`src/rtl/note_pkg.sv`:
```
// Shared definitions for the two-voice song player: ROM entry layout,
// note codes and the code -> divider conversion.
package note_pkg;

  // Song ROM entry: [13:9] left code, [8:4] right code, [3:0] duration in beats
  localparam int ENTRY_W   = 14;
  localparam int CODE_W    = 5;
  localparam int DUR_W     = 4;
  localparam int LCODE_LSB = 9;
  localparam int RCODE_LSB = 4;
  localparam int DUR_LSB   = 0;

  localparam int DIV_W     = 22;
  localparam int NUM_CODES = 32;

  // Code 0 is a rest; codes 25..31 are unused and also silent
  typedef enum logic [CODE_W-1:0] {
    REST, C4, CS4, D4, DS4, E4, F4, FS4, G4, GS4, A4, AS4, B4,
    C5, CS5, D5, DS5, E5, F5, FS5, G5, GS5, A5, AS5, B5
  } note_code_e;

  // 32-entry code -> frequency table (integer Hz, equal temperament)
  function automatic int unsigned code_to_freq(input logic [CODE_W-1:0] code);
    case (code)
      5'd1:  return 262;  5'd2:  return 277;  5'd3:  return 294;  5'd4:  return 311;
      5'd5:  return 330;  5'd6:  return 349;  5'd7:  return 370;  5'd8:  return 392;
      5'd9:  return 415;  5'd10: return 440;  5'd11: return 466;  5'd12: return 494;
      5'd13: return 523;  5'd14: return 554;  5'd15: return 587;  5'd16: return 622;
      5'd17: return 659;  5'd18: return 698;  5'd19: return 740;  5'd20: return 784;
      5'd21: return 831;  5'd22: return 880;  5'd23: return 932;  5'd24: return 988;
      default: return 0;
    endcase
  endfunction

  // Divider for one note code; silent codes give 0
  function automatic logic [DIV_W-1:0] code_to_div(input logic [CODE_W-1:0] code,
                                                   input int unsigned clk_freq);
    int unsigned f;
    f = code_to_freq(code);
    if (f == 0) return '0;
    return DIV_W'(clk_freq / f);
  endfunction

  // All 32 dividers packed together, evaluated at elaboration so no divider is built
  function automatic logic [NUM_CODES*DIV_W-1:0] build_div_tbl(input int unsigned clk_freq);
    logic [NUM_CODES*DIV_W-1:0] t;
    t = '0;
    for (int i = 0; i < NUM_CODES; i++) t[i*DIV_W +: DIV_W] = code_to_div(CODE_W'(i), clk_freq);
    return t;
  endfunction

endpackage

```
`src/rtl/note_sequencer_song_rom.sv`:
```
// Synchronous-read song ROM, one cycle of read latency. The song image is
// handed in as a packed parameter (entry i at bits [i*ENTRY_W +: ENTRY_W]).
module song_rom import note_pkg::*; #(
  parameter int SONG_LEN = 128,
  parameter int ADDR_W   = 7,
  parameter logic [SONG_LEN*ENTRY_W-1:0] ROM_INIT = '0
) (
  input  logic               clk,
  input  logic [ADDR_W-1:0]  addr,
  output logic [ENTRY_W-1:0] data
);

  logic [ENTRY_W-1:0] data_d, data_q;

  // Entry lookup; addresses past the song read as the end marker
  always_comb begin
    data_d = '0;
    if (int'(addr) < SONG_LEN) data_d = ROM_INIT[int'(addr)*ENTRY_W +: ENTRY_W];
  end

  // Registered read port
  always_ff @(posedge clk) begin
    data_q <= data_d;
  end

  assign data = data_q;

endmodule

```
`src/rtl/note_sequencer.sv`:
```
// Two-voice song player: fetches entries from the song ROM, times each note
// in beats, silences the tail of each note and drives the speaker dividers.
//
//   state   | meaning
//   --------+---------------------------------------------------------
//   IDLE    | stopped, outputs silent, waits for play
//   FETCH   | ROM address presented
//   LOAD    | ROM data valid; latch note or handle end marker
//   PLAY    | note sounding, tick/beat counters running
//   PAUSED  | counters frozen, outputs silent, waits for play
//   DONE    | song finished (done pulses on entry), waits for play
module note_sequencer import note_pkg::*; #(
  parameter int CLK_FREQ   = 100_000_000,
  parameter int BEAT_TICKS = 6_250_000,
  parameter int GAP_TICKS  = 500_000,
  parameter int SONG_LEN   = 128,
  parameter int ADDR_W     = 7,
  parameter int LOOP       = 0,
  parameter logic [SONG_LEN*ENTRY_W-1:0] ROM_INIT = '0
) (
  input  logic              clk,
  input  logic              rst,
  input  logic              play,
  input  logic              pause,
  input  logic              stop,
  output logic [DIV_W-1:0]  left_note_div,
  output logic [DIV_W-1:0]  right_note_div,
  output logic [ADDR_W-1:0] note_idx,
  output logic              playing,
  output logic              done
);

  localparam int TICK_W  = (BEAT_TICKS > 1) ? $clog2(BEAT_TICKS) : 1;
  localparam int NOTE_W  = $clog2(15 * BEAT_TICKS + 1);
  localparam int REM_W   = (NOTE_W > 26) ? NOTE_W : 26;
  localparam logic [TICK_W-1:0] LAST_TICK = TICK_W'(BEAT_TICKS - 1);
  localparam logic [ADDR_W-1:0] LAST_ADDR = ADDR_W'(SONG_LEN - 1);
  localparam logic [NUM_CODES*DIV_W-1:0] DIV_TBL = build_div_tbl(CLK_FREQ);

  typedef enum logic [2:0] {S_IDLE, S_FETCH, S_LOAD, S_PLAY, S_PAUSED, S_DONE} state_e;

  state_e              state_d, state_q;
  logic [ADDR_W-1:0]   addr_d, addr_q;
  logic [CODE_W-1:0]   lcode_d, lcode_q, rcode_d, rcode_q;
  logic [DUR_W-1:0]    dur_d, dur_q, beat_d, beat_q;
  logic [TICK_W-1:0]   tick_d, tick_q;
  logic [DIV_W-1:0]    ldiv_d, ldiv_q, rdiv_d, rdiv_q;
  logic                done_d, done_q;

  logic [ENTRY_W-1:0]  rom_data;
  logic                note_last;
  logic [DUR_W-1:0]    beats_left;
  logic [TICK_W-1:0]   ticks_left;
  logic [REM_W-1:0]    rem_d;
  logic                gap_en, sound;

  song_rom #(
    .SONG_LEN (SONG_LEN),
    .ADDR_W   (ADDR_W),
    .ROM_INIT (ROM_INIT)
  ) u_rom (
    .clk  (clk),
    .addr (addr_q),
    .data (rom_data)
  );

  assign note_last = (tick_q == LAST_TICK) && (beat_q == dur_q - DUR_W'(1));

  // Next-state, counters, and registered-output values
  always_comb begin
    state_d = state_q;
    addr_d  = addr_q;
    lcode_d = lcode_q;
    rcode_d = rcode_q;
    dur_d   = dur_q;
    tick_d  = tick_q;
    beat_d  = beat_q;
    case (state_q)
      S_IDLE, S_DONE: begin
        if (play) begin
          state_d = S_FETCH;
          addr_d  = '0;
        end
      end
      S_FETCH: state_d = S_LOAD;
      S_LOAD: begin
        if (rom_data[DUR_LSB +: DUR_W] == '0) begin
          if (LOOP != 0) begin
            state_d = S_FETCH;
            addr_d  = '0;
          end else begin
            state_d = S_DONE;
          end
        end else begin
          lcode_d = rom_data[LCODE_LSB +: CODE_W];
          rcode_d = rom_data[RCODE_LSB +: CODE_W];
          dur_d   = rom_data[DUR_LSB +: DUR_W];
          tick_d  = '0;
          beat_d  = '0;
          state_d = S_PLAY;
        end
      end
      S_PLAY: begin
        if (pause) begin
          state_d = S_PAUSED;
        end else if (note_last) begin
          // The entry after the last ROM slot is treated as the end marker
          if (addr_q == LAST_ADDR) begin
            if (LOOP != 0) begin
              addr_d  = '0;
              state_d = S_FETCH;
            end else begin
              state_d = S_DONE;
            end
          end else begin
            addr_d  = addr_q + ADDR_W'(1);
            state_d = S_FETCH;
          end
        end else if (tick_q == LAST_TICK) begin
          tick_d = '0;
          beat_d = beat_q + DUR_W'(1);
        end else begin
          tick_d = tick_q + TICK_W'(1);
        end
      end
      S_PAUSED: begin
        if (play) state_d = S_PLAY;
      end
      default: state_d = S_IDLE;
    endcase

    if (stop) begin
      state_d = S_IDLE;
      addr_d  = '0;
      tick_d  = '0;
      beat_d  = '0;
    end

    // Outputs follow the state being entered, so gap timing uses next counters
    beats_left = dur_d - beat_d - DUR_W'(1);
    ticks_left = LAST_TICK - tick_d;
    rem_d  = REM_W'(beats_left) * REM_W'(BEAT_TICKS) + REM_W'(ticks_left);
    gap_en = (REM_W'(dur_d) * REM_W'(BEAT_TICKS)) > REM_W'(GAP_TICKS);
    sound  = (state_d == S_PLAY) && !(gap_en && (rem_d < REM_W'(GAP_TICKS)));
    ldiv_d = sound ? DIV_TBL[int'(lcode_d)*DIV_W +: DIV_W] : '0;
    rdiv_d = sound ? DIV_TBL[int'(rcode_d)*DIV_W +: DIV_W] : '0;
    done_d = (state_d == S_DONE) && (state_q != S_DONE);
  end

  // State, counter and output registers with synchronous reset
  always_ff @(posedge clk) begin
    if (rst) begin
      state_q <= S_IDLE;
      addr_q  <= '0;
      lcode_q <= '0;
      rcode_q <= '0;
      dur_q   <= '0;
      tick_q  <= '0;
      beat_q  <= '0;
      ldiv_q  <= '0;
      rdiv_q  <= '0;
      done_q  <= 1'b0;
    end else begin
      state_q <= state_d;
      addr_q  <= addr_d;
      lcode_q <= lcode_d;
      rcode_q <= rcode_d;
      dur_q   <= dur_d;
      tick_q  <= tick_d;
      beat_q  <= beat_d;
      ldiv_q  <= ldiv_d;
      rdiv_q  <= rdiv_d;
      done_q  <= done_d;
    end
  end

  assign left_note_div  = ldiv_q;
  assign right_note_div = rdiv_q;
  assign note_idx       = addr_q;
  assign playing        = (state_q == S_FETCH) || (state_q == S_LOAD) || (state_q == S_PLAY);
  assign done           = done_q;

endmodule

```
`config.mk`:
```
export PLATFORM = sky130hd
export DESIGN_NAME = note_sequencer
export DESIGN_NICKNAME = d
export VERILOG_FILES = /design/src/rtl/note_pkg.sv /design/src/rtl/note_sequencer_song_rom.sv /design/src/rtl/note_sequencer.sv
export SDC_FILE = /design/constraint.sdc
export NUM_CORES = 1
export LEC_CHECK = 0
export ABC_AREA = 1
export BUFFER_PORTS_ARGS = -buffer_cell sky130_fd_sc_hd__buf_2
export CORE_ASPECT_RATIO = 1.4
export CORE_UTILIZATION = 45
export CTS_CLUSTER_DIAMETER = 30
export DETAILED_ROUTE_END_ITERATION = 6
export PLACE_DENSITY = 0.65
export SYNTH_ARGS = -nofsm -noshare
export SYNTH_HDL_FRONTEND = slang
export SYNTH_SLANG_ARGS = --single-unit
```
`constraint.sdc`:
```
create_clock -name clk -period 1.8 [get_ports clk]
set_input_delay 0.09 -clock clk [delete_from_list [all_inputs] [get_ports clk]]
set_output_delay 0.09 -clock clk [all_outputs]
set_load 0.05 [all_outputs]
```
==> parameters.txt <==
Parameter                              Value

Setup path
  Crit-path cells    nand2_1 -> inv_2 -> nand2_2 -> nor2_4 -> nand4_4 -> nand2_4 -> nand3_2 -> nand2_1 -> a21oi_1
  Critical path's slowest cell    dfxtp_1
  Buf+Inv Stages, Crit Path    1
  Worst reg2reg startpoint    tick_q[11]$_SDFFE_PP0P_
  Slowest stage delay, CP    470 ps
  Capturing point of the worst reg2reg path    note_idx[3]$_SDFFE_PP0P_
  Kind of end point of the critical path    register
  Crit path launch type    register
  Classification of the worst setup path    reg -> reg
  Worst path required time    roughly 2000 ps
  Worst Path Arrival    1840 ps
  CP max FO    10
  Slack of the worst reg-to-reg path    120 ps
  Family with the most delay on the worst path    simple AND/OR/NAND/NOR gates
  Logic depth of the worst register-to-register path    9
  Most common cell on crit path    nand2_1
  Worst setup path start    tick_q[11]$_SDFFE_PP0P_

Clock network
  CTS-repair resized insts    0
  Clock insertion delay at the later pin of the skew report    290 ps
  Root Buffer Master    clkbuf_8
  Number of buffers on the longest clock path    2
  CTS H-tree depth    2
  # hold bufs at CTS    0
  Reg clk slew, reported paths    80 ps
  Number of buffers added by the clock tree synthesis step    5
  Number of buffers inserted by post-CTS setup repair    0
  Total number of clock tree sinks    38
  Clock tree from TritonCTS    built

Power
  Cell leakage power    between 1 and 1.5 nW
  Power density relative to cell area    572 nW/µm²
  Maximum vdd ir drop    286 µV

Final layout
  # nets final    ~470
  Area growth, synth to finish    4.75%
  Antenna fix cells    0
  Non-Filler Instances    about 530
  Fraction of layout cells with a size suffix above 1    17.4%
  Final cell area excluding filler cells    3090 µm²

Min path
  Worst hold path startpoint    stop
  Cell depth of the worst hold path    4
  Type of the most critical hold path    in -> reg
  Endpoint, Worst Hold    done$_SDFF_PP0_

Yosys
  Synth Cell Area    2950 µm²
  Total of warnings raised by yosys    0
  Unique masters post-synth    a little over 40
  Average footprint of a synthesized cell    6.73 µm²
  Sequential element share of the synthesized area    25.8%
  Register bit count reported by yosys    38
  Dominant synthesized flop cell    dfxtp_1
  Number of flops mapped to enable cells by yosys    0
  Count of mapped cells out of synthesis    approximately 440
  Post-synth ARST share    0%

GRT
  Pin count of the biggest net entering global routing    15
  Global-route total usage across every layer    19.5%
  Global-route wire length before repair    approximately 11 mm
  Number of antenna violations at the first check in global routing    0
  Total grt overflow    0
  Number of global-route vias before repair    2485

Routing
  Detailed-route DRC error count    0
  Iter 0 DRT Violations    150
  Total length of routed wires    6.38 mm
  DRT Pass-1 Iters    4
  Via total after detailed routing    2626
  Vias/cell    4.93
  DR WL/cell    around 12 µm
  ANT nets after route    0

Placed design
  Placed wire-length estimate after detailed placement    5.09 mm
  Number of placed cells counting well taps    525
  Final GP Congestion    0.882
  Cell area reported after detailed placement    2960 µm²
  Number of input and output port buffers inserted    13

Floorplanning
  Number of top-level pins    between 50 and 60
  Die Width    just over 70 µm
  Initial cell density of the core    47.1%
  Chip height    97.8 µm
  Rows    34
  Total core area    6250 µm²
  DIE AREA    6880 µm²

STA
  Clock tree skew after final layout    between 8 and 9 ps
  Relative slew slack    61.4%
  Max Slew Vio Count    0
  Share of the clock period used by the worst path after layout    ~93%
  Slew @ Worst Pin    578 ps
  Final setup vio count    0
  Hold violation total from the final report    0
  Crit path time final    1680 ps
  Maximum operating frequency    597 MHz

Job
  Max capacitance violation total    0

Status
  Status    finished clean
## area by class of cell
cell class / count / area (µm²)
multi-input combinational: 325 / 1750
tap: 72 / 90.1
timing repair buffer: 22 / 133
fill: 693 / 3170
sequential: 38 / 764
clock buffer: 7 / 86.3
clock inverter: 1 / 5.00
inverter: 68 / 263
## layout by cell type, fill, tap and decap left out, types with 4 or more instances in the layout
cell type | synthesis | routed
a21oi_1 | 26 | 25
buf_2 | 0 | 13
buf_4 | 47 | 9
clkbuf_8 | 0 | 6
conb_1 | 1 | 44
dfxtp_1 | 38 | 35
inv_1 | 60 | 60
inv_2 | 4 | 4
nand2_1 | 88 | 88
nand2_2 | 7 | 7
nand2_4 | 4 | 4
nand3_1 | 28 | 28
nand4_1 | 16 | 16
nor2_1 | 46 | 46
nor2_4 | 4 | 7
nor3_1 | 6 | 6
o21ai_0 | 9 | 9
xor2_1 | 6 | 6
## metal layers
layer	routed length, µm	vias up	part of all wire [%]	track usage, %
met5	0	-	0	0
met4	159	0	2.5	8.46
met3	252	14	4.0	2.58
met2	3420	65	54	36.8
met1	2540	1194	40	21.2
li1	-	1353	-	-
## Yosys cell counts, types with 2 or more instances
cell / number / share of area, %
nand2_1: 88 / 11
inv_1: 60 / 7.6
buf_4: 47 / 12
nor2_1: 46 / 5.9
dfxtp_1: 38 / 26
nand3_1: 28 / 4.8
a21oi_1: 26 / 4.4
nand4_1: 16 / 3.4
o21ai_0: 9 / 1.5
nand2_2: 7 / 1.5
nor3_1: 6 / 1.0
xor2_1: 6 / 1.8
nor2_2: 5 / 1.1
inv_2: 4 / 0.51
nand2_4: 4 / 1.5
nand3_2: 4 / 1.4
nor2_4: 4 / 1.5
a31oi_1: 3 / 0.64
ha_1: 3 / 1.3
o21ai_2: 3 / 0.89
clkbuf_1: 2 / 0.25
clkinv_2: 2 / 0.34
inv_4: 2 / 0.42
nand3b_1: 2 / 0.51
nand4_4: 2 / 1.4
nor2_8: 2 / 1.4
nor3_4: 2 / 1.1
nor3b_2: 2 / 0.85
o211ai_1: 2 / 0.51
xnor2_1: 2 / 0.59
## worst max-delay path by stage
| stage | to | slack (ps) | cells after the start |
|---|---|---|---|
| finish | note_idx[3]$_SDFFE_PP0P_ | 120 | 9 |
| global route | note_idx[2]$_SDFFE_PP0P_ | -7 | 9 |
| CTS | note_idx[3]$_SDFFE_PP0P_ | 60 | 8 |
| detailed placement | note_idx[3]$_SDFFE_PP0P_ | 70 | 8 |
| global placement | tick_q[11]$_SDFFE_PP0P_ | 120 | 8 |
| floorplan | note_idx[1]$_SDFFE_PP0P_ | 100 | 10 |
## flip-flops by register name, indices dropped and copies added (netlist names)
name / flops
done: 1
tick_q: 23
note_idx: 7
state_q: 3
beat_q: 4
## power by group
part	internal, W	leakage [nW]	switching [W]
logic	0.0000306	1.06	0.000269
registers	0.000844	0.308	0.00000561
clock network	0.000309	0.0482	0.000308
total	0.00118	1.41	0.000583
## per-stage QoR
| step | setup TNS (ps) | utilization (%) | hold WS [ps] | total power, W | setup slack (ps) |
|---|---|---|---|---|---|
| CTS | 0 | 48.8 | 63.8 | 0.00179 | 56.9 |
| floorplan | 0 | - | 268 | 0.00121 | 102 |
| detailed placement | 0 | 47.3 | 376 | 0.00117 | 73.7 |
| global route | -7.28 | 49.4 | 107 | 0.00185 | -7.28 |
| global placement | 0 | 47.3 | 382 | 0.00117 | 122 |
| finish | 0 | 49.4 | 69.1 | 0.00177 | 124 |
## logic make-up after synthesis
logic type                 synth area share [%]
AOI/OAI and AO/OA                          9.42
xor gates and xnor gates                   2.38
adders and majority gates                  1.27
buffers and inverters                      21.6
DFF                                        25.8
other                                     0.127
and+or+nand+nor                            39.3
## worst min-delay path, delay by kind of cell
| family | cells | cell delay, ps |
|---|---|---|
| AND/OR/NAND/NOR | 3 | 150 |
| buffers and inverters | 1 | 90 |
No activity file was read; power rests on OpenSTA's default activity.
